**src/rtl/countdown_timer_pkg.sv**
```systemverilog
// rtl/countdown_timer_pkg.sv - shared watch types and constants for the countdown timer
// Contents: BCD digit type, timer state enum, mode select codes, digit limits,
//           preset clamp helper.
package countdown_timer_pkg;

  typedef logic [3:0] bcd_t;

  typedef enum logic [1:0] {
    IDLE  = 2'd0,
    RUN   = 2'd1,
    PAUSE = 2'd2,
    ALARM = 2'd3
  } timer_state_t;

  localparam logic [1:0] SEL_STOPWATCH = 2'b01;
  localparam logic [1:0] SEL_TIMER     = 2'b10;

  localparam bcd_t TENS_MAX = 4'd5;
  localparam bcd_t ONES_MAX = 4'd9;

  // Saturate an out-of-range preset digit to the largest legal value.
  function automatic bcd_t clamp_digit(bcd_t d, bcd_t maxv);
    return (d > maxv) ? maxv : d;
  endfunction

endpackage

```
**src/rtl/countdown_timer_if.sv**
```systemverilog
// rtl/countdown_timer_if.sv - button, preset and display signals of the countdown timer
// master: drives tick1s, sel, start, load, preset digits; reads digit outputs, running, alarm.
// slave:  the timer side of the same signals.
interface countdown_timer_if;
  import countdown_timer_pkg::*;

  logic       tick1s;
  logic [1:0] sel;
  logic       start;
  logic       load;
  bcd_t       preset_tenmin;
  bcd_t       preset_onemin;
  bcd_t       preset_tensec;
  bcd_t       preset_onesec;
  bcd_t       tenminout;
  bcd_t       oneminout;
  bcd_t       tensecout;
  bcd_t       onesecout;
  logic       running;
  logic       alarm;

  modport master (
    output tick1s, sel, start, load,
    output preset_tenmin, preset_onemin, preset_tensec, preset_onesec,
    input  tenminout, oneminout, tensecout, onesecout, running, alarm
  );

  modport slave (
    input  tick1s, sel, start, load,
    input  preset_tenmin, preset_onemin, preset_tensec, preset_onesec,
    output tenminout, oneminout, tensecout, onesecout, running, alarm
  );

endinterface

```
**src/rtl/countdown_timer_bcd_mmss_dec.sv**
```systemverilog
// rtl/countdown_timer_bcd_mmss_dec.sv - combinational MM:SS BCD decrement with borrow chain
// Inputs:  tenmin, onemin, tensec, onesec  current BCD time.
// Outputs: dec_tenmin..dec_onesec  time minus one second; is_zero  result equals 00:00.
module bcd_mmss_dec
  import countdown_timer_pkg::*;
(
  input  bcd_t tenmin,
  input  bcd_t onemin,
  input  bcd_t tensec,
  input  bcd_t onesec,
  output bcd_t dec_tenmin,
  output bcd_t dec_onemin,
  output bcd_t dec_tensec,
  output bcd_t dec_onesec,
  output logic is_zero
);

  always_comb begin
    dec_tenmin = tenmin;
    dec_onemin = onemin;
    dec_tensec = tensec;
    dec_onesec = onesec - 4'd1;
    // Each digit at zero wraps to its maximum and borrows from the next one up.
    if (onesec == 4'd0) begin
      dec_onesec = ONES_MAX;
      if (tensec == 4'd0) begin
        dec_tensec = TENS_MAX;
        if (onemin == 4'd0) begin
          dec_onemin = ONES_MAX;
          dec_tenmin = tenmin - 4'd1;
        end else begin
          dec_onemin = onemin - 4'd1;
        end
      end else begin
        dec_tensec = tensec - 4'd1;
      end
    end
    is_zero = (dec_tenmin == 4'd0) && (dec_onemin == 4'd0) &&
              (dec_tensec == 4'd0) && (dec_onesec == 4'd0);
  end

endmodule

```
**src/rtl/countdown_timer.sv**
```systemverilog
// rtl/countdown_timer.sv - MM:SS countdown timer with start/pause, load and bounded alarm
// Ports: clk100MHz  system clock; rst  synchronous active-high reset;
//        tif (slave)  tick1s, sel, start, load, preset digits in;
//                     registered digit outputs, running, alarm out.
// Parameter: ALARM_SECS  number of 1 Hz ticks the alarm stays high (1..255).
module countdown_timer
  import countdown_timer_pkg::*;
#(
  parameter int ALARM_SECS = 10
) (
  input  logic           clk100MHz,
  input  logic           rst,
  countdown_timer_if.slave tif
);

  localparam logic [7:0] ALARM_INIT = ALARM_SECS[7:0];

  timer_state_t state, state_nxt;
  bcd_t         c_tm, c_om, c_ts, c_os;
  bcd_t         n_tm, n_om, n_ts, n_os;
  bcd_t         d_tm, d_om, d_ts, d_os;
  bcd_t         p_tm, p_om, p_ts, p_os;
  logic         dec_zero;
  logic         cnt_zero;
  logic [7:0]   acnt, acnt_nxt;
  logic         start_q, load_q;
  logic         start_e, load_e;

  // Buttons only count in timer mode; the previous-level registers reset
  // high so a button held through reset is not seen as a fresh press.
  assign start_e = tif.start & ~start_q & (tif.sel == SEL_TIMER);
  assign load_e  = tif.load  & ~load_q  & (tif.sel == SEL_TIMER);

  assign p_tm = clamp_digit(tif.preset_tenmin, TENS_MAX);
  assign p_om = clamp_digit(tif.preset_onemin, ONES_MAX);
  assign p_ts = clamp_digit(tif.preset_tensec, TENS_MAX);
  assign p_os = clamp_digit(tif.preset_onesec, ONES_MAX);

  assign cnt_zero = (c_tm == 4'd0) && (c_om == 4'd0) && (c_ts == 4'd0) && (c_os == 4'd0);

  bcd_mmss_dec u_dec (
    .tenmin     (c_tm),
    .onemin     (c_om),
    .tensec     (c_ts),
    .onesec     (c_os),
    .dec_tenmin (d_tm),
    .dec_onemin (d_om),
    .dec_tensec (d_ts),
    .dec_onesec (d_os),
    .is_zero    (dec_zero)
  );

  always_ff @(posedge clk100MHz) begin
    if (rst) begin
      state   <= IDLE;
      c_tm    <= 4'd0;
      c_om    <= 4'd0;
      c_ts    <= 4'd0;
      c_os    <= 4'd0;
      acnt    <= 8'd0;
      start_q <= 1'b1;
      load_q  <= 1'b1;
    end else begin
      state   <= state_nxt;
      c_tm    <= n_tm;
      c_om    <= n_om;
      c_ts    <= n_ts;
      c_os    <= n_os;
      acnt    <= acnt_nxt;
      start_q <= tif.start;
      load_q  <= tif.load;
    end
  end

  always_comb begin
    state_nxt = state;
    n_tm      = c_tm;
    n_om      = c_om;
    n_ts      = c_ts;
    n_os      = c_os;
    acnt_nxt  = acnt;
    unique case (state)
      IDLE: begin
        if (load_e) begin
          {n_tm, n_om, n_ts, n_os} = {p_tm, p_om, p_ts, p_os};
        end else if (start_e && !cnt_zero) begin
          state_nxt = RUN;
        end
      end
      RUN: begin
        if (tif.tick1s) begin
          {n_tm, n_om, n_ts, n_os} = {d_tm, d_om, d_ts, d_os};
          // Reaching 00:00 takes priority over a pause request in the same cycle.
          if (dec_zero) begin
            state_nxt = ALARM;
            acnt_nxt  = ALARM_INIT;
          end else if (start_e) begin
            state_nxt = PAUSE;
          end
        end else if (start_e) begin
          state_nxt = PAUSE;
        end
      end
      PAUSE: begin
        if (load_e) begin
          {n_tm, n_om, n_ts, n_os} = {p_tm, p_om, p_ts, p_os};
          state_nxt = IDLE;
        end else if (start_e) begin
          state_nxt = RUN;
        end
      end
      ALARM: begin
        if (load_e) begin
          {n_tm, n_om, n_ts, n_os} = {p_tm, p_om, p_ts, p_os};
          acnt_nxt  = 8'd0;
          state_nxt = IDLE;
        end else if (start_e) begin
          acnt_nxt  = 8'd0;
          state_nxt = IDLE;
        end else if (tif.tick1s) begin
          acnt_nxt = acnt - 8'd1;
          if (acnt == 8'd1) begin
            state_nxt = IDLE;
          end
        end
      end
      default: state_nxt = IDLE;
    endcase
  end

  // Display-side copies lag the internal state by one cycle.
  always_ff @(posedge clk100MHz) begin
    tif.tenminout <= c_tm;
    tif.oneminout <= c_om;
    tif.tensecout <= c_ts;
    tif.onesecout <= c_os;
    tif.running   <= (state == RUN);
    tif.alarm     <= (state == ALARM);
  end

endmodule

```
**src/flat_wrapper.sv**
```systemverilog
// flat-port wrapper written by rule: the top's interface ports become plain ports
module countdown_timer_flat import countdown_timer_pkg::*;
#(
  parameter int ALARM_SECS = 10
)
  (clk100MHz, rst, tif_tick1s, tif_sel, tif_start, tif_load, tif_preset_tenmin, tif_preset_onemin, tif_preset_tensec, tif_preset_onesec, tif_tenminout, tif_oneminout, tif_tensecout, tif_onesecout, tif_running, tif_alarm);
  countdown_timer_if tif_i ();
  input  logic clk100MHz;
  input  logic rst;
  input wire logic [$bits(tif_i.tick1s)-1:0] tif_tick1s;
  input wire logic [$bits(tif_i.sel)-1:0] tif_sel;
  input wire logic [$bits(tif_i.start)-1:0] tif_start;
  input wire logic [$bits(tif_i.load)-1:0] tif_load;
  input wire logic [$bits(tif_i.preset_tenmin)-1:0] tif_preset_tenmin;
  input wire logic [$bits(tif_i.preset_onemin)-1:0] tif_preset_onemin;
  input wire logic [$bits(tif_i.preset_tensec)-1:0] tif_preset_tensec;
  input wire logic [$bits(tif_i.preset_onesec)-1:0] tif_preset_onesec;
  output wire logic [$bits(tif_i.tenminout)-1:0] tif_tenminout;
  output wire logic [$bits(tif_i.oneminout)-1:0] tif_oneminout;
  output wire logic [$bits(tif_i.tensecout)-1:0] tif_tensecout;
  output wire logic [$bits(tif_i.onesecout)-1:0] tif_onesecout;
  output wire logic [$bits(tif_i.running)-1:0] tif_running;
  output wire logic [$bits(tif_i.alarm)-1:0] tif_alarm;
  assign tif_i.tick1s = tif_tick1s;
  assign tif_i.sel = tif_sel;
  assign tif_i.start = tif_start;
  assign tif_i.load = tif_load;
  assign tif_i.preset_tenmin = tif_preset_tenmin;
  assign tif_i.preset_onemin = tif_preset_onemin;
  assign tif_i.preset_tensec = tif_preset_tensec;
  assign tif_i.preset_onesec = tif_preset_onesec;
  assign tif_tenminout = tif_i.tenminout;
  assign tif_oneminout = tif_i.oneminout;
  assign tif_tensecout = tif_i.tensecout;
  assign tif_onesecout = tif_i.onesecout;
  assign tif_running = tif_i.running;
  assign tif_alarm = tif_i.alarm;
  countdown_timer #(.ALARM_SECS(ALARM_SECS)) u_core (.clk100MHz(clk100MHz), .rst(rst), .tif(tif_i));
endmodule
```
**config.mk**
```make
export PLATFORM = sky130hd
export DESIGN_NAME = countdown_timer_flat
export DESIGN_NICKNAME = d
export VERILOG_FILES = /design/src/rtl/countdown_timer_pkg.sv /design/src/rtl/countdown_timer_if.sv /design/src/rtl/countdown_timer_bcd_mmss_dec.sv /design/src/rtl/countdown_timer.sv /design/src/flat_wrapper.sv
export SDC_FILE = /design/constraint.sdc
export NUM_CORES = 1
export LEC_CHECK = 0
export ABC_AREA = 1
export CORE_ASPECT_RATIO = 1.25
export CORE_MARGIN = 3
export CORE_UTILIZATION = 35
export DETAILED_ROUTE_END_ITERATION = 12
export PLACE_DENSITY_LB_ADDON = 0.15
export SYNTH_ARGS = -nofsm -noshare
export SYNTH_HDL_FRONTEND = slang
export SYNTH_SLANG_ARGS = --single-unit
```
**constraint.sdc**
```tcl
create_clock -name clk100MHz -period 1.6 [get_ports clk100MHz]
set_input_delay 0.32 -clock clk100MHz [delete_from_list [all_inputs] [get_ports clk100MHz]]
set_output_delay 0.32 -clock clk100MHz [all_outputs]
set_load 0.01 [all_outputs]
```
== Yosys cells after proc, flatten, opt, wreduce, memory -nomap -nowiden ==
Index checks and enable logic that the tools add are counted.
Storage, ports and cells
  bits of input ports: 23
  logic and storage cells: 107
  bits in registers: 46
Operators by class
  $lt $le $gt $ge: 4
  reductions and logical operators: 22
  multiplexer cells: 43
  $add $sub $neg: 5
  bitwise gates (word level): 6
  eq/ne operators: 13
Operator list (count)
  $mux W4: 21
  $mux W8: 5
  $logic_not A4 Y1: 8
  $pmux W4 S2: 4
  $mux W2: 11
  $pmux W8 S2: 1
  $sub A4 B1 Y4 const B: 4
  $eq A8 B1 Y1 const B: 1
  $gt A4 B3 Y1 const B: 2
  $gt A4 B4 Y1 const B: 2
  $pmux W2 S4: 1
  $sub A8 B1 Y8 const B: 1
  $logic_and A1 B1 Y1: 7
  $eq A2 B2 Y1 const B: 3
  $ne A2 B1 Y1 const B: 3
  $reduce_and A5 Y1: 1
  $and A1 B1 Y1: 4
  $ne A2 B2 Y1 const B: 2
  $ne A4 B1 Y1 const B: 1
  $ne A4 B2 Y1 const B: 1
  $reduce_and A4 Y1: 1
  $ne A3 B1 Y1 const B: 1
  $reduce_or A3 Y1: 1
  $eq A2 B1 Y1 const B: 1
  other kinds (5): 6

== Longest topological paths before layout ==
  depth in word-level cells: 11
  gate-level depth with buffers: 15

== Modules after synthesis ==
From an unflattened synthesis, not the netlist that was laid out.
Unflattened totals
  cells, all modules: 348
  area total of the unflattened synthesis: 2417.3 um^2
By module, submodules not included
  countdown_timer: area each 1974.4 um^2, cells an instance 262, seq. area each 920.9 um^2, times used 1
  bcd_mmss_dec: area each 442.9 um^2, cells an instance 86, seq. area each 0.0 um^2, times used 1

== Worst setup path before layout ==
OpenSTA, ideal clock, no wires.
  path type: flip-flop to flip-flop
  start point: reg u_core.c_os[0]
  end point: reg u_core.acnt[1]
  setup slack: -0.064 ns
  stages on the path, launching flop included: 15
  library setup time: 0.113 ns
  clock period less this slack: 1.664 ns
  arrival: 1.551 ns
  required time: 1.487 ns
  buffers on the path: 0
  cell sequence: dfxtp_1 > nor2_4 > nand2_4 > nor2_8 > nand2_4 > clkinv_2 > nand2_1 > nand2_1 > nand2_1 > nor2_2 > nand3_2 > nand2_4 > nand2_4 > nor2_1 > nor2_1
On the way
  longest elaborated chain between the ends: 8
  elaborated cells between the ends (all ways): 15
RTL lines
  start: declaration: line countdown_timer.sv:19  | bcd_t c_tm, c_om, c_ts, c_os;
  start signal: assignment: line countdown_timer.sv:68  | c_os <= n_os;
  parallel branches: the longest is 5 deep, another holds $sub A4 B1 Y4
  $logic_and A1 B1 Y1 (*): line countdown_timer_bcd_mmss_dec.sv:39  | (dec_tensec == 4'd0) && (dec_onesec == 4'd0);
  $ne A2 B1 Y1 (no source line) (*)
  $reduce_and A4 Y1 (no source line) (*)
  end signal: assignment: line countdown_timer.sv:69  | acnt <= acnt_nxt;
  end: declaration: line countdown_timer.sv:25  | logic [7:0] acnt, acnt_nxt;
Every way passes the cells marked *.
A chain may end at the register's enable or synchronous reset.

== Final worst setup path ==
  start point: reg u_core.c_os[0]
  end point: reg u_core.acnt[5]
Same word-level chain as after synthesis.

==> run_results.csv <==
group,metric,value,unit
global_routing,grt-ovfl-total,0,
critical_path,r2r_cells,15,
critical_path,crit_buf_inv,1,
layout,instances_no_fill,509,
routing,drtIter0Drc,79,
min_path,hold_class,"in -> reg",
outcome,violations,"negative setup slack",
critical_path,critPathKind,"reg -> reg",
die,die_w,77.8,µm
clocking,clockBufferDepth,2,
yosys,async_reset_ff_share,0,%
yosys,netlist_instances,316,
timing,holdWs,0.222,ns
critical_path,reg2reg_from,"u_core.c_os[0]$_SDFFE_PP0P_",
die,io_pins,41,
layout,seqCellArea,927,µm²
yosys,netlist_area,2250,µm²
clocking,cts_tree,"done",
timing,worst_pin_slew,0.449,ns
global_routing,grt_pass1_vias,2326,
critical_path,cp_slowest_cell,"dfxtp_2",
critical_path,crit_chain,"nor2_4 -> nand2_4 -> nor2_8 -> nand2_4 -> clkinv_4 -> nand2_2 -> nand2_2 -> nand2_2 -> nor2_4 -> nand3_2 -> nand2_4 -> nand2_4 -> nand2_2 -> nand2_1 -> nor2_1",
routing,wirelength,6120,µm
timing,rsz0062_at_grt,"yes",
layout,syn_to_final_growth,54.5,%
power_and_ir_drop,combPwrFrac,46.3,%
timing,drv_slew,0,
clocking,clkLatencyLatePin,0.29,ns
placement,pre_cts_ws,-0.310,ns
yosys,synth.distinct_cells,36,
critical_path,crit_fanout,8,
layout,diodes,0,
timing,finalClockSkew,0.00651,ns
power_and_ir_drop,swShare,33.8,%
placement,portBuffers,40,
critical_path,cp_top_family,"simple AND/OR/NAND/NOR gates",
placement,hpwl,4530,µm
clocking,root_buffer,"clkbuf_8",
timing,finalHoldViolations,0,
power_and_ir_drop,p_per_area,1110,nW/µm²
global_routing,grt_pass1_wl,10100,µm
routing,wire_per_inst,12.0,µm
yosys,ys_seq_area_share,40.8,%
layout,fillCellCount,597,
global_routing,antenna_found_initial,0,
clocking,clkTransAtPathRegs,0.09,ns
timing,period_minus_slack,1.85,ns
critical_path,cp.depth,15,
power_and_ir_drop,p_clk_share,19.0,%
layout,fin_util,56.1,%
timing,maxSlewHeadroom,69.3,%
yosys,yosysTopAreaCell,"dfxtp_1",
yosys,syn_nets,343,
outcome,status,"finished with violations",
die,rows,32,
yosys,syn_avg_cell_area,7.14,µm²
timing,setup_viol,12,
power_and_ir_drop,p_int,2.55,mW
routing,drt_first_pass_iters,4,
yosys,synth_top_area_share,40.8,%
critical_path,cp-startpoint,"u_core.c_os[0]$_SDFFE_PP0P_",
yosys,synth_ff_type,"dfxtp_1",
power_and_ir_drop,irDropWorstVdd,0.000553,V
die,dieHeight,95.7,µm
timing,max_freq,542,MHz
critical_path,reg2reg_to,"u_core.acnt[5]$_SDFFE_PP0P_",
critical_path,cp.arrival,2.08,ns
power_and_ir_drop,p_total,3.85,mW
placement,routabilityCongestion,0.832,
placement,place_inst,492,
clocking,cts_sinks,46,
die,die_area,7450,µm²
layout,fin_nets,450,
run,maxCapViolCount,0,
yosys,synth_seq_cells,46,
power_and_ir_drop,sequentialPowerShare,34.7,%
layout,drive_above_1_share,28.8,%
critical_path,r2r_setup_slack,-0.25,ns
die,coreArea,6210,µm²
critical_path,critical_path_required,1.83,ns
clocking,cts_buffers,5,
routing,drc,0,
global_routing,grt_usage,16.9,%
yosys,ys_top_cells_by_count,"nand2_1 (74), dfxtp_1 (46), nor2_1 (43), inv_1 (37), a21oi_1 (27)",
routing,dr_total_vias,2409,
timing,worst_slack,-0.246,ns
clocking,htree_levels,2,
yosys,yosysMostFrequentCell,"nand2_1",
timing,finalCritPeriodShare,115,%
critical_path,start_kind,"register",
routing,avgViaCountPerCell,4.73,
yosys,synth_edf_count,0,
global_routing,grt_max_degree,23,
yosys,yosys_warnings,0,
die,start_util,36.3,%
layout,multi_input_area,1290,µm²
critical_path,slowest_delay,0.34,ns
routing,ant_nets,0,
power_and_ir_drop,power_leakage,1.67,nW
power_and_ir_drop,p_sw,1.30,mW
critical_path,crit_path_end_kind,"register",
yosys,synth_area_leaders,"dfxtp_1 (41%), nand2_1 (12%), nor2_1 (7.2%), inv_1 (6.2%), a21oi_1 (6.0%)",
critical_path,critPathCapture,"u_core.acnt[5]$_SDFFE_PP0P_",
-- worst min-delay path by stage --
stage                                 from                               to  slack, ns  cells after the start
3_5_place_dp   u_core.c_tm[1]$_SDFFE_PP0P_  u_core.tif.tenminout[1]$_DFF_P_       0.36                      0
3_3_place_gp   u_core.c_tm[1]$_SDFFE_PP0P_  u_core.tif.tenminout[1]$_DFF_P_       0.36                      0
2_1_floorplan  u_core.c_tm[0]$_SDFFE_PP0P_  u_core.tif.tenminout[0]$_DFF_P_       0.35                      0
6_report                          tif_load         u_core.load_q$_SDFF_PP1_       0.22                      3
5_1_grt                           tif_load         u_core.load_q$_SDFF_PP1_       0.24                      3
4_1_cts        u_core.c_tm[1]$_SDFFE_PP0P_  u_core.tif.tenminout[1]$_DFF_P_       0.37                      0
-- logic make-up (layout without fill, tap and decap cells) --
logic type | after synthesis | count (layout) | synth area share, %
and+or+nand+nor | 151 | 152 | 30.2
AOI/OAI and AO/OA | 62 | 62 | 16.0
DFF | 46 | 46 | 40.8
buffers and inverters | 46 | 153 | 7.99
xor gates and xnor gates | 7 | 7 | 2.72
adders and majority gates | 4 | 4 | 2.22
-- tightest hold or removal path, stage by stage --
cell and delay (ns):
dlymetal6s2s_1 0.08, inv_1 0.05, nand2_1 0.04
-- final cells by class --
| type | instances | share of cell area, % |
|---|---|---|
| clock buffers | 7 | 2.48 |
| clock inverters | 1 | 0.144 |
| inverters | 40 | 4.45 |
| multi-input cells | 225 | 37.0 |
| flip-flops and latches | 46 | 26.6 |
| well taps | 85 | 3.05 |
| repair buffers | 105 | 26.3 |
-- metrics by stage --
step / cell area (µm²) / TNS [ns]
global placement: 3200 / -5.64
CTS: 3360 / -1.87
floorplan: 2280 / -0.00958
detailed placement: 3200 / -5.76
finish: 3480 / -2.22
global route: 3480 / -4.09
-- power by group through the flow --
| stage | sequential (mW) | clock [mW] | combinational (mW) |
|---|---|---|---|
| floorplan | 1.40 | 0 | 0.694 |
| global placement | 1.36 | 0 | 1.52 |
| detailed placement | 1.36 | 0 | 1.53 |
| CTS | 1.34 | 0.763 | 1.62 |
| global route | 1.35 | 0.807 | 1.96 |
| finish | 1.34 | 0.733 | 1.78 |
-- per-layer routing --
| metal | wire [µm] | share of wire, % | track usage, % |
|---|---|---|---|
| met1 | 2500 | 41 | 19.0 |
| met2 | 3200 | 52 | 31.4 |
| met3 | 242 | 4.0 | 2.90 |
| met4 | 175 | 2.9 | 7.12 |
| met5 | 0 | 0 | 0 |
-- layout by cell type, fill, tap and decap left out, types with 13 or more instances in the layout --
cell / netlist / layout
buf_4: 1 / 62
clkdlybuf4s50_1: 0 / 37
nand3_1: 15 / 15
a21oi_1: 27 / 23
nand2_1: 74 / 59
nor2_1: 43 / 36
inv_1: 37 / 36
o21ai_0: 18 / 17
dfxtp_1: 46 / 41
nand2_2: 0 / 13
-- flip-flops by register name (all words and copies together), names as in the netlist, 2 cells and up --
register / cells
u_core.tif.onesecout: 4
u_core.state: 2
u_core.c_ts: 4
u_core.tif.tensecout: 4
u_core.c_om: 4
u_core.c_os: 4
u_core.c_tm: 4
u_core.tif.tenminout: 4
u_core.acnt: 8
u_core.tif.oneminout: 4
-- timing repair --
item	CTS	global route
hold buffers	0	0
setup buffers	4	4
pin swaps	3	20
cloned	1	0
endpoints found under the setup margin	10	26
gates resized for setup	9	28
Power figures use the tool's default switching activity.
